[src/rtl/exe_fwd_ctrl.sv]
// EXE-stage operand forwarding and load-use hazard control.
// Tracks MEM/WB destination tags internally and counts stall cycles.
module exe_fwd_ctrl (
  input  logic        clock,
  input  logic        reset,
  input  logic [4:0]  id_rs,
  input  logic [4:0]  id_rt,
  input  logic        id_use_rt,
  input  logic [4:0]  nrs,
  input  logic [4:0]  nrt,
  input  logic [4:0]  drw,
  input  logic        nreg_write,
  input  logic [1:0]  ns_data_write,
  output logic [1:0]  fwd_a,
  output logic [1:0]  fwd_b,
  output logic        stall,
  output logic        flush_ex,
  output logic [15:0] stall_cnt
);

  localparam logic [0:0] RUN    = 1'b0;
  localparam logic [0:0] BUBBLE = 1'b1;

  logic [0:0]  r_state;
  logic [4:0]  r_mem_rw;
  logic        r_mem_we;
  logic        r_mem_ld;
  logic [4:0]  r_wb_rw;
  logic        r_wb_we;
  logic [15:0] r_stall_cnt;

  logic        w_is_load;
  logic        w_hazard;
  logic        w_stall;
  logic [0:0]  w_state_nx;
  logic [1:0]  w_fwd_a;
  logic [1:0]  w_fwd_b;

  assign w_is_load = (ns_data_write == 2'b01);

  assign w_hazard = nreg_write && (drw != 5'd0) && w_is_load &&
                    ((drw == id_rs) || (id_use_rt && (drw == id_rt)));

  // Gate with reset so a stall drops the instant reset is raised.
  assign w_stall = (r_state == RUN) && w_hazard && !reset;

  // A load sitting in MEM is never forwarded; the stall keeps that case away.
  assign w_fwd_a =
    (nrs == 5'd0)                                 ? 2'b00 :
    (r_mem_we && !r_mem_ld && (r_mem_rw == nrs))  ? 2'b01 :
    (r_wb_we && (r_wb_rw == nrs))                 ? 2'b10 :
                                                    2'b00;

  assign w_fwd_b =
    (nrt == 5'd0)                                 ? 2'b00 :
    (r_mem_we && !r_mem_ld && (r_mem_rw == nrt))  ? 2'b01 :
    (r_wb_we && (r_wb_rw == nrt))                 ? 2'b10 :
                                                    2'b00;

  always_comb begin
    w_state_nx = RUN;
    unique case (r_state)
      RUN:     w_state_nx = w_hazard ? BUBBLE : RUN;
      BUBBLE:  w_state_nx = RUN;
      default: w_state_nx = RUN;
    endcase
  end

  always_ff @(posedge clock or posedge reset) begin
    if (reset) begin
      r_state  <= RUN;
      r_mem_rw <= 5'd0;
      r_mem_we <= 1'b0;
      r_mem_ld <= 1'b0;
      r_wb_rw  <= 5'd0;
      r_wb_we  <= 1'b0;
    end else begin
      r_state  <= w_state_nx;
      r_mem_rw <= drw;
      r_mem_we <= nreg_write && (drw != 5'd0);
      r_mem_ld <= w_is_load;
      r_wb_rw  <= r_mem_rw;
      r_wb_we  <= r_mem_we;
    end
  end

  always_ff @(posedge clock or posedge reset) begin
    if (reset) begin
      r_stall_cnt <= 16'd0;
    end else if (w_stall && (r_stall_cnt != 16'hFFFF)) begin
      r_stall_cnt <= r_stall_cnt + 16'd1;
    end
  end

  assign fwd_a     = w_fwd_a;
  assign fwd_b     = w_fwd_b;
  assign stall     = w_stall;
  assign flush_ex  = w_stall;
  assign stall_cnt = r_stall_cnt;

endmodule
[config.mk]
export PLATFORM = sky130hd
export DESIGN_NAME = exe_fwd_ctrl
export DESIGN_NICKNAME = d
export VERILOG_FILES = /design/src/rtl/exe_fwd_ctrl.sv
export SDC_FILE = /design/constraint.sdc
export NUM_CORES = 1
export LEC_CHECK = 0
export CORE_MARGIN = 2
export CORE_UTILIZATION = 49
export DETAILED_ROUTE_END_ITERATION = 8
export GPL_ROUTABILITY_DRIVEN = 1
export PLACE_DENSITY = 0.84
export SLEW_MARGIN = 10
export SYNTH_ARGS = -nofsm -noshare
export SYNTH_HDL_FRONTEND = slang
export SYNTH_SLANG_ARGS = --single-unit
[constraint.sdc]
create_clock -name clock -period 3.43 [get_ports clock]
set_clock_uncertainty 0.15 [all_clocks]
set_input_delay 0.343 -clock clock [delete_from_list [all_inputs] [get_ports clock]]
set_output_delay 0.343 -clock clock [all_outputs]
set_load 0.05 [all_outputs]
**After elaboration in Yosys (flattened, before gate mapping)**

Index checks and enable logic that the tools add are counted.

- Bits in registers: 30
- Input port bits: 31
- Output and inout port bits: 22
- Logic and storage cells: 43

- Add/sub/neg operators: 1
- Equality and inequality tests: 8
- Muxes and demuxes: 8
- Bitwise operators: 1
- Reductions and logical operators: 18

Operators by type and width:

| operator | count |
|---|---|
| == test 5 bit | 6 |
| adder 16 x 1 -> 16 bit, second input constant | 1 |
| inequality test 16 bit, second input constant | 1 |
| logical AND 1 bit | 12 |
| two-way mux 2 bit | 6 |
| zero test 5 bit | 2 |
| nonzero test 5 bit | 1 |
| == test 2 x 1 -> 1 bit, second input constant | 1 |
| zero test 1 bit | 2 |
| case mux 1 bit (2 select lines) | 1 |
| logical OR 1 bit | 1 |
| two-way mux 1 bit | 1 |
| inverter 1 bit | 1 |

**Longest topological paths before layout**

Gate-level depths: netlist (run 1).

- Depth after elaboration: 7
- Mapped depth: 7
- Mapped depth without buffers: 6

**Least setup slack after synthesis (run 1)**

No wires, ideal clock.

- Path kind: input-to-output
- Start point: in drw[1]
- End point: out stall
- Data arrival time: 2.616 ns
- Required time: 2.937 ns
- Path slack: 0.321 ns
- Stages: 6
- Path through: xor2_1 nor3_1 a31oi_2 buf_2 nor3_1 buf_4

- Word-level cells in the longest chain between the ends: 6
- Elaborated cells on any way between the ends: 10
- Those cells by class: eq/ne: 2; reduce/logical: 8

RTL lines:

| what | RTL line | source |
|---|---|---|
| start: declaration | 11 | `input logic [4:0] drw,` |
| == test 5 bit / nonzero test 5 bit (equally long branches) | 42, 41 |  |
| logical AND 1 bit (on tied branches) | 42, 41 |  |
| logical OR 1 bit / logical AND 1 bit (equally long branches) | 42, 41 |  |
| logical AND 1 bit (*) | 41 | `assign w_hazard = nreg_write && (drw != 5'd0) && w_is_load &&` |
| logical AND 1 bit (*) (2 in series) | 45 | `assign w_stall = (r_state == RUN) && w_hazard && !reset;` |
| end: declaration | 16 | `output logic stall,` |

Mark *: on every way between the ends. The rest lies on a longest branch, timed or not.

**Worst setup path in the final report (run 1)**

- Start point: in nrs[2]
- End point: out fwd_a[0]

- Word-level cells in the longest chain between the ends: 4
- Elaborated cells on any way between the ends: 5
- Those cells by class: eq/ne: 1; mux: 2; reduce/logical: 2

RTL lines:

| what | RTL line | source |
|---|---|---|
| start: declaration | 9 | `input logic [4:0] nrs,` |
| == test 5 bit | 50 | `(r_mem_we && !r_mem_ld && (r_mem_rw == nrs)) ? 2'b01 :` |
| logical AND 1 bit | 50 |  |
| two-way mux 2 bit | 50 |  |
| two-way mux 2 bit (*) | 49 | `(nrs == 5'd0) ? 2'b00 :` |
| end: declaration | 14 | `output logic [1:0] fwd_a,` |

Marked as above.

==> results of run 1 <==
[cells by family (layout without fill, tap and decap cells)]
kind of cell | Yosys count | count (layout)
muxes | 4 | 4
and+or+nand+nor | 64 | 64
DFF | 30 | 30
AOI/OAI and AO/OA | 7 | 7
buffers and inverters | 6 | 65
adders and majority gates | 1 | 1
xor gates and xnor gates | 40 | 40
[state kept, by name (all words and copies together), names as in the netlist]
register and flops:
stall_cnt 16, r_mem_rw 5, r_wb_rw 5, r_mem_ld 1, r_mem_we 1, r_state 1
r_wb_we 1
[per-layer routing]
layer | GRT usage (%) | routed length, um
met3 | 8.33 | 228
met1 | 24.6 | 1530
met2 | 38.7 | 2150
met5 | 0 | 0
met4 | 9.44 | 70
[power breakdown]
part | internal (W) | switching (W) | total [W]
combinational | 0.0000621 | 0.0000616 | 0.000124
clock | 0.0000992 | 0.000118 | 0.000217
sequential | 0.000364 | 0.0000118 | 0.000376
[synthesized netlist by cell type (all sizes together)]
library cell / count
xnor2: 10
nor4b: 2
a31oi: 1
nand2: 9
dfrtp: 30
nor4: 10
inv: 3
or3: 2
and4: 1
buf: 2
nor2b: 2
nor3: 9
mux2: 4
nand4: 9
o21bai: 1
o21a: 1
nand3: 6
nor2: 9
o21ai: 1
clkbuf: 1
a41o: 1
nand3b: 1
or4: 4
xor2: 30
a21oi: 2
ha: 1
[metrics by stage]
stage	std cells	power [W]	util (%)	cell area, um2
after global placement	249	0.000502	67.5	2240
after floorplan	152	0.000442	-	1660
after CTS	257	0.000724	69.4	2300
final	257	0.000716	69.4	2300
after global routing	257	0.000756	69.4	2300
after detailed placement	249	0.000507	67.5	2240
[worst paths after layout]
check | start | endpoint | slack [ps] | depth (start not counted)
max | nrs[2] | fwd_a[0] | 500 | 6
min | r_mem_we | r_wb_we | 220 | 0
max reg2reg | stall_cnt[0] | stall_cnt[1] | 1090 | 6
min reg2reg | r_mem_we | r_wb_we | 220 | 0
max in group asynchronous | reset | r_wb_rw[2] | 1970 | 3
min in group asynchronous | reset | stall_cnt[15] | 530 | 2
[layout make-up]
cell class,count,area share [%]
multi-input combinational,116,38.6
clock inverter,1,0.218
timing repair buffer,54,23.1
inverter,3,0.490
clock buffer,7,2.40
tap,46,2.51
sequential,30,32.7
==> results by stage, run 1 <==
Run status:
- The flow ran to the end, and the final reports show no timing, DRC or antenna violations.

Yosys:
- After Yosys synthesis, full adders, half adders and majority gates account for 0.752% of the synthesized area.
- Synthesis inferred 30 register bits.
- The post-synthesis share of cell area spent on xor and xnor gates is 21.1%.
- The mux contribution to synthesized area is 2.93%.
- The average instance in the mapped netlist occupies 10.9 um2.
- The post-synthesis cell type count is 33.
- The net count of the mapped netlist is 184.
- Of the synthesized area, sequential elements account for 45.1%.
- The synthesized netlist devotes 24.6% of its cell area to simple gates.
- After synthesis, the cell types taking the most area are sky130_fd_sc_hd__dfrtp_1 (45%), sky130_fd_sc_hd__xor2_1 (16%), sky130_fd_sc_hd__xnor2_1 (5.3%).
- The synthesized instance count is 152.
- After synthesis the cells add up to 1660 um2.
- After synthesis, the largest family of logic cells by area is simple AND/OR/NAND/NOR gates.
- The area fraction in compound gates after synthesis is 3.91%.
- The Yosys warning count is 0.
- The synthesized design devotes to its leading area cell type 45.1% of total area.
- The biggest area consumer among synthesized cells is sky130_fd_sc_hd__dfrtp_1.

STA:
- For the final routed database, the setup TNS stands at 0 ps.
- Setup repair after global routing left no endpoint under its margin.
- Setup violations remaining at the end of the flow were counted as 0.
- At the pin with the least slew margin, the transition time is 514 ps.
- The final hold violation count was 0.
- Headroom to the max-slew limit came out at 65.7%.
- The final critical-path setup slack is 504 ps.
- The final-report max-slew violation count is 0.
- The part of the cycle the worst path needs is 85.3%.
- The achievable frequency is 342 MHz.
- The final hold slack is 224 ps.
- The minimum clock period is 2930 ps.

Layout:
- The share of cells above drive strength 1 is 10.9%.
- At the end of the flow, the number of nets in the layout was 242.
- Leaving out fill and tap cells, the most frequent cells in the layout are sky130_fd_sc_hd__clkdlybuf4s50_1 (50), sky130_fd_sc_hd__xor2_1 (30), sky130_fd_sc_hd__dfrtp_1 (30).
- The flip-flop and latch area is 751 um2.
- Leaving out fill and tap cells, the most frequent cell in the layout is sky130_fd_sc_hd__clkdlybuf4s50_1.
- 0 antenna diodes ended up in the layout.
- Fill cells in the final layout number 268.
- The area taken by multi-input logic gates is 886 um2.
- From synthesis to final layout, the design area changed by 38.0%.

Setup path:
- The number of buffers and inverters on the critical path is 2.
- The slowest stage of the critical path belongs to the cell sky130_fd_sc_hd__clkdlybuf4s50_1.
- For this run, the slowest stage of the critical path takes 800 ps.
- The class of the most critical setup path is input pin to output port.
- Grouping stages by cell kind, the critical path spends the most delay in buffers and inverters.
- Walking the worst path, the cells encountered are clkdlybuf4s50_1, xor2_1, nor4_1, nand3_1, nor2_1, clkdlybuf4s50_1.
- Among the stages of the critical path, the cell type that occurs most often is sky130_fd_sc_hd__clkdlybuf4s50_1.
- The data arrival time of the critical path is 2430 ps.
- The kind of end point of the critical path is an output port.
- STA classifies the critical path startpoint as an input pin.
- In this run the worst path has a maximum fanout of 3.
- Data on the critical path is required at its endpoint by 2940 ps.

Floorplan:
- The die outline area is 3880 um2.
- The count of pins on the block boundary is 53.
- The placeable core area is 3310 um2.
- The initial utilization of the core area, before any placement, comes to 50.3%.
- The number of placement rows is 21.
- The vertical extent of the die is 62.3 um.
- The die is 62.3 um wide.

Placement:
- At the placement stage, the worst setup path has a slack of 529 ps.
- The estimated wirelength of the detail-placed design is 3100 um.
- At the end of routability-driven placement, the weighted congestion stood at 0.929.
- Buffers placed on the I/O ports in this run total 52.

Global route:
- The number of global-route vias before repair is 1482.
- The leftover overflow at the end of global routing is 0.
- The initial antenna violation count is 0.
- The first global-routing pass estimated 6800 um of wire.
- The largest net degree at the start of global routing is 23.
- The overall fraction of global-route tracks in use is 22.3%.

Clock tree:
- After clock tree synthesis, the clock-pin slew on the worst setup and hold paths is 90 ps.
- The post-CTS resize count is 0.
- The TritonCTS sink count is 30.
- For the worst-skew pair, the clock arrives at the later sink with an insertion delay of 330 ps.
- The clock tree from TritonCTS is built.
- In this run the number of H-tree levels came out at 2.
- The root buffer cell chosen for the clock tree is sky130_fd_sc_hd__clkbuf_4.
- The number of hold buffers added after CTS was 0.
- Counting along the longest clock path gives a buffer depth of 2.
- The CTS buffer count is 5.
- After clock tree synthesis, the setup repair step added 0 buffers.

Routing:
- After detailed routing, the number of remaining DRC violations is 0.
- The total wirelength of the detailed-routed design is 3980 um.
- Dividing the detail-routed via count by the number of cells gives 5.42.
- Once detail routing completed, the nets flagged for antenna violations numbered 0.
- Dividing the detail-routed wire length by the instance count gives 15.5 um.
- The number of DRC markers after the initial detailed-route iteration is 39.
- For this block, the via count after detailed routing is 1392.
- The total iterations of the first detailed-routing run is 5.

Pwr:
- The static leakage is 0.992 nW.
- The power per unit of standard cell area is 312 nW/um2.
- Across the VDD grid, the largest voltage drop is 0.237 mV.

Run:
- The reported max-cap violation count is 0.

Worst hold path:
- The path class of the tightest hold or removal check is flip-flop to flip-flop.
Power figures use the tool's default switching activity.
==> run 2, diff against run 1 <==
--- a/config.mk
+++ b/config.mk
@@ -6,10 +6,12 @@
 export NUM_CORES = 1
 export LEC_CHECK = 0
 export CORE_MARGIN = 2
-export CORE_UTILIZATION = 49
+export CORE_UTILIZATION = 46
 export DETAILED_ROUTE_END_ITERATION = 8
 export GPL_ROUTABILITY_DRIVEN = 1
-export PLACE_DENSITY = 0.84
+export HOLD_SLACK_MARGIN = 0.1
+export MAX_ROUTING_LAYER = met4
+export PLACE_DENSITY = 0.8
 export SLEW_MARGIN = 10
 export SYNTH_ARGS = -nofsm -noshare
 export SYNTH_HDL_FRONTEND = slang
==> constraint.sdc (replaced) <==
create_clock -name clock -period 2.9 [get_ports clock]
set_clock_uncertainty 0.15 [all_clocks]
set_input_delay 0.29 -clock clock [delete_from_list [all_inputs] [get_ports clock]]
set_output_delay 0.29 -clock clock [all_outputs]
set_load 0.05 [all_outputs]
==> run 2 against run 1 <==
Wire length fell by 4.2%. Combinational power rose by 19%. Setup slack got worse by 130 ps. Critical path type unchanged. Die area grew 6.1%. Cell count is the same. Global-route usage down 1.9 points.
==> results by stage, run 2 (synthesis results as in run 1) <==
Run status:
- The run finished with clean final reports.

Layout:
- The flip-flop count of the largest register, all copies and words added is 16 (unchanged).
- The antenna cell count is 0 (unchanged).
- The library cells used most frequently in the layout, excluding fill and tap cells, are sky130_fd_sc_hd__clkdlybuf4s50_1 (46), sky130_fd_sc_hd__xor2_1 (30), sky130_fd_sc_hd__dfrtp_1 (30).
- The share of cells above drive strength 1 is 12.8% (+1.9 points).
- The growth of design area from synthesis to finish is 38.7%.
- The number of non-filler instances in the completed layout is 257 (unchanged).
- The final-stage net count is 243 (+0.41%).
- The most common cell after layout, fill and taps aside is sky130_fd_sc_hd__clkdlybuf4s50_1.

Global route:
- The initial antenna violation count is 0 (unchanged).
- The largest net degree at the start of global routing came to 24 (+4.3%).
- The number of global-route vias before repair is 1346 (-9.2%).
- The leftover overflow at the end of global routing is 0 (unchanged).
- The overall fraction of global-route tracks in use is 20.4% (-1.9 points).
- The wire length of the first global-routing pass is 6240 um (-8.3%).

Pwr:
- The combinational share of power is 18.1% (+0.8 points).
- The peak ir drop on the vdd network is 0.288 mV (+22%).
- The power per unit of standard cell area came to 351 nW/um2 (+12%).
- The switching power of the nets is 0.000214 W (+12%).
- The fraction of power consumed by the clock network is 27.1% (-3.2 points).
- The switching share of total power is 26.4% (-0.23 points).
- The total power after layout came to 0.000810 W (+13%).
- The static leakage is 1.00 nW (+0.89%).
- The design internal power is 0.000596 W (+13%).
- The share of power burned in registers was 54.8% (+2.3 points).

Floorplan:
- The placeable core area was 3420 um2 (+3.2%).
- The count of pins on the block boundary is 53 (unchanged).
- The die outline area is 4110 um2 (+6.1%).
- The vertical extent of the die is 64.1 um (+3.0%).
- The effective utilization at floorplan is 48.7% (-1.5 points).
- The horizontal die dimension is 64.1 um (+3.0%).
- The number of placement rows is 21 (unchanged).

STA:
- Timing would allow up to 397 MHz.
- The minimum clock period is 2520 ps.
- The transition time of the tightest slew-check pin is 506 ps (-7.12 ps).
- The final total negative setup slack is 0 ps (unchanged).
- The final-report max-slew violation count is 0 (unchanged).
- The final hold slack is 230 ps (+5.60 ps).
- The headroom to the max-slew limit is 66.1% (+0.48 points).
- The final critical path takes up 86.9% of the cycle.
- The final hold violation count is 0 (unchanged).
- Setup repair after global routing left no endpoint under its margin.
- The total of endpoints with negative setup slack in the final report is 0 (unchanged).

Setup path:
- The maximum fanout along the worst path is 6 (+3).
- STA classifies the critical path startpoint as an input pin.
- The worst register-to-register path begins at stall_cnt[0].
- The data arrival time of the critical path came to 2080 ps (-350 ps).
- The number of cells on the worst reg-to-reg path is 6 (unchanged).
- The class of the most critical setup path is input pin to output port.
- The setup slack of the most critical reg-to-reg path is 570 ps (-520 ps).
- The data required time of the worst path is 2460 ps (-480 ps).
- The critical path capture point is stall.
- The most critical setup path has its startpoint at drw[1].
- In this run the critical register-to-register path is captured at stall_cnt[1].
- The worst setup path is captured at an output port.

Placement:
- The estimated wirelength of the detail-placed design came to 3060 um (-1.4%).
- The final weighted congestion in routability-driven placement was 0.853 (-8.2%).
- The number of cells after detailed placement is 250 (+0.40%).
- The number of buffers inserted by port buffering is 52 (unchanged).

Worst hold path:
- The tightest min-delay check is of the flip-flop to flip-flop type.

Routing:
- The post-route antenna net violation count is 0 (unchanged).
- The total wirelength of the detailed-routed design came to 3810 um (-4.2%).
- The average detailed-routed wire length per instance came to 14.8 um (-4.2%).
- The residual DRC count came to 0 (unchanged).
- The total via count in the routed design is 1366 (-1.9%).
- The via count normalized by instance count came to 5.32 (-1.9%).
- The number of DRC markers after the initial detailed-route iteration is 44 (+13%).
- The total iterations of the first detailed-routing run is 4 (-1).

Clock tree:
- The buffer type at the clock tree root is sky130_fd_sc_hd__clkbuf_4.
- The total number of H-tree levels is 2 (unchanged).
- The hold buffer count at cts was 0 (unchanged).
- The post-CTS repair timing setup buffer count is 0 (unchanged).
- TritonCTS built the clock tree.
- The TritonCTS sink count is 30 (unchanged).
- The clock input transition at the sequential cells of the worst setup and hold paths was 80 ps (about the same).
- The CTS buffer count is 5 (unchanged).
- The post-CTS resize count is 0 (unchanged).
- The maximum clock insertion buffer count is 2 (unchanged).
- The clock insertion delay at the later pin of the skew report is 330 ps (about the same).

Run:
- The reported max-cap violation count was 0 (unchanged).
run 2: cell count changes in the layout (fill, tap and decap cells not counted), sizes merged:
cell,previous run,this run
buf,4,9
clkinv,1,0
clkdlybuf4s50,50,46
run 2: per-stage QoR:
stage                     setup WS [ps]  utilization, %  area [um2]
after floorplan                     397               -        1670
after global placement              358            66.3        2260
after detailed placement            269            66.3        2260
after CTS                           343            67.6        2310
after global routing                262            67.6        2310
final                               379            67.6        2310
run 2: worst max-delay path: stages:
cell and delay (ps):
sky130_fd_sc_hd__clkdlybuf4s50_1 520, sky130_fd_sc_hd__xor2_1 210, sky130_fd_sc_hd__nor3_1 230, sky130_fd_sc_hd__a31oi_2 230, sky130_fd_sc_hd__nor3_2 410, sky130_fd_sc_hd__buf_12 200
run 2: routing by layer:
metal | part of all wire, % | GRT usage, % | vias up
met5 | 0 | - | -
met4 | 2.4 | 8.51 | 0
met3 | 4.6 | 5.28 | 10
met2 | 50 | 31.6 | 46
met1 | 43 | 25.5 | 649
li1 | - | - | 661
run 2: worst min path at each step:
stage | from | endpoint | cells past startpoint
floorplan | drw[0] | r_mem_rw[0] | 0
global placement | r_mem_we | r_wb_we | 0
detailed placement | r_mem_we | r_wb_we | 0
CTS | r_mem_we | r_wb_we | 0
global route | r_mem_we | r_wb_we | 0
finish | r_mem_we | r_wb_we | 0
run 2: cell type report:
class                           count  area (um2)
Clock buffer                        7        45.0
Fill cell                         271        1110
Inverter                            3        11.3
Multi-Input combinational cell    116         891
Sequential cell                    30         751
Tap cell                           46        57.6
Timing Repair Buffer               55         553
run 2: power by group through the flow:
stage                     clock network [W]  logic [W]  registers [W]
after floorplan                           0  0.0000616       0.000461
after global placement                    0   0.000142       0.000452
after CTS                          0.000228   0.000148       0.000444
after global routing               0.000252   0.000159       0.000446
after detailed placement                  0   0.000148       0.000453
final                              0.000219   0.000147       0.000444
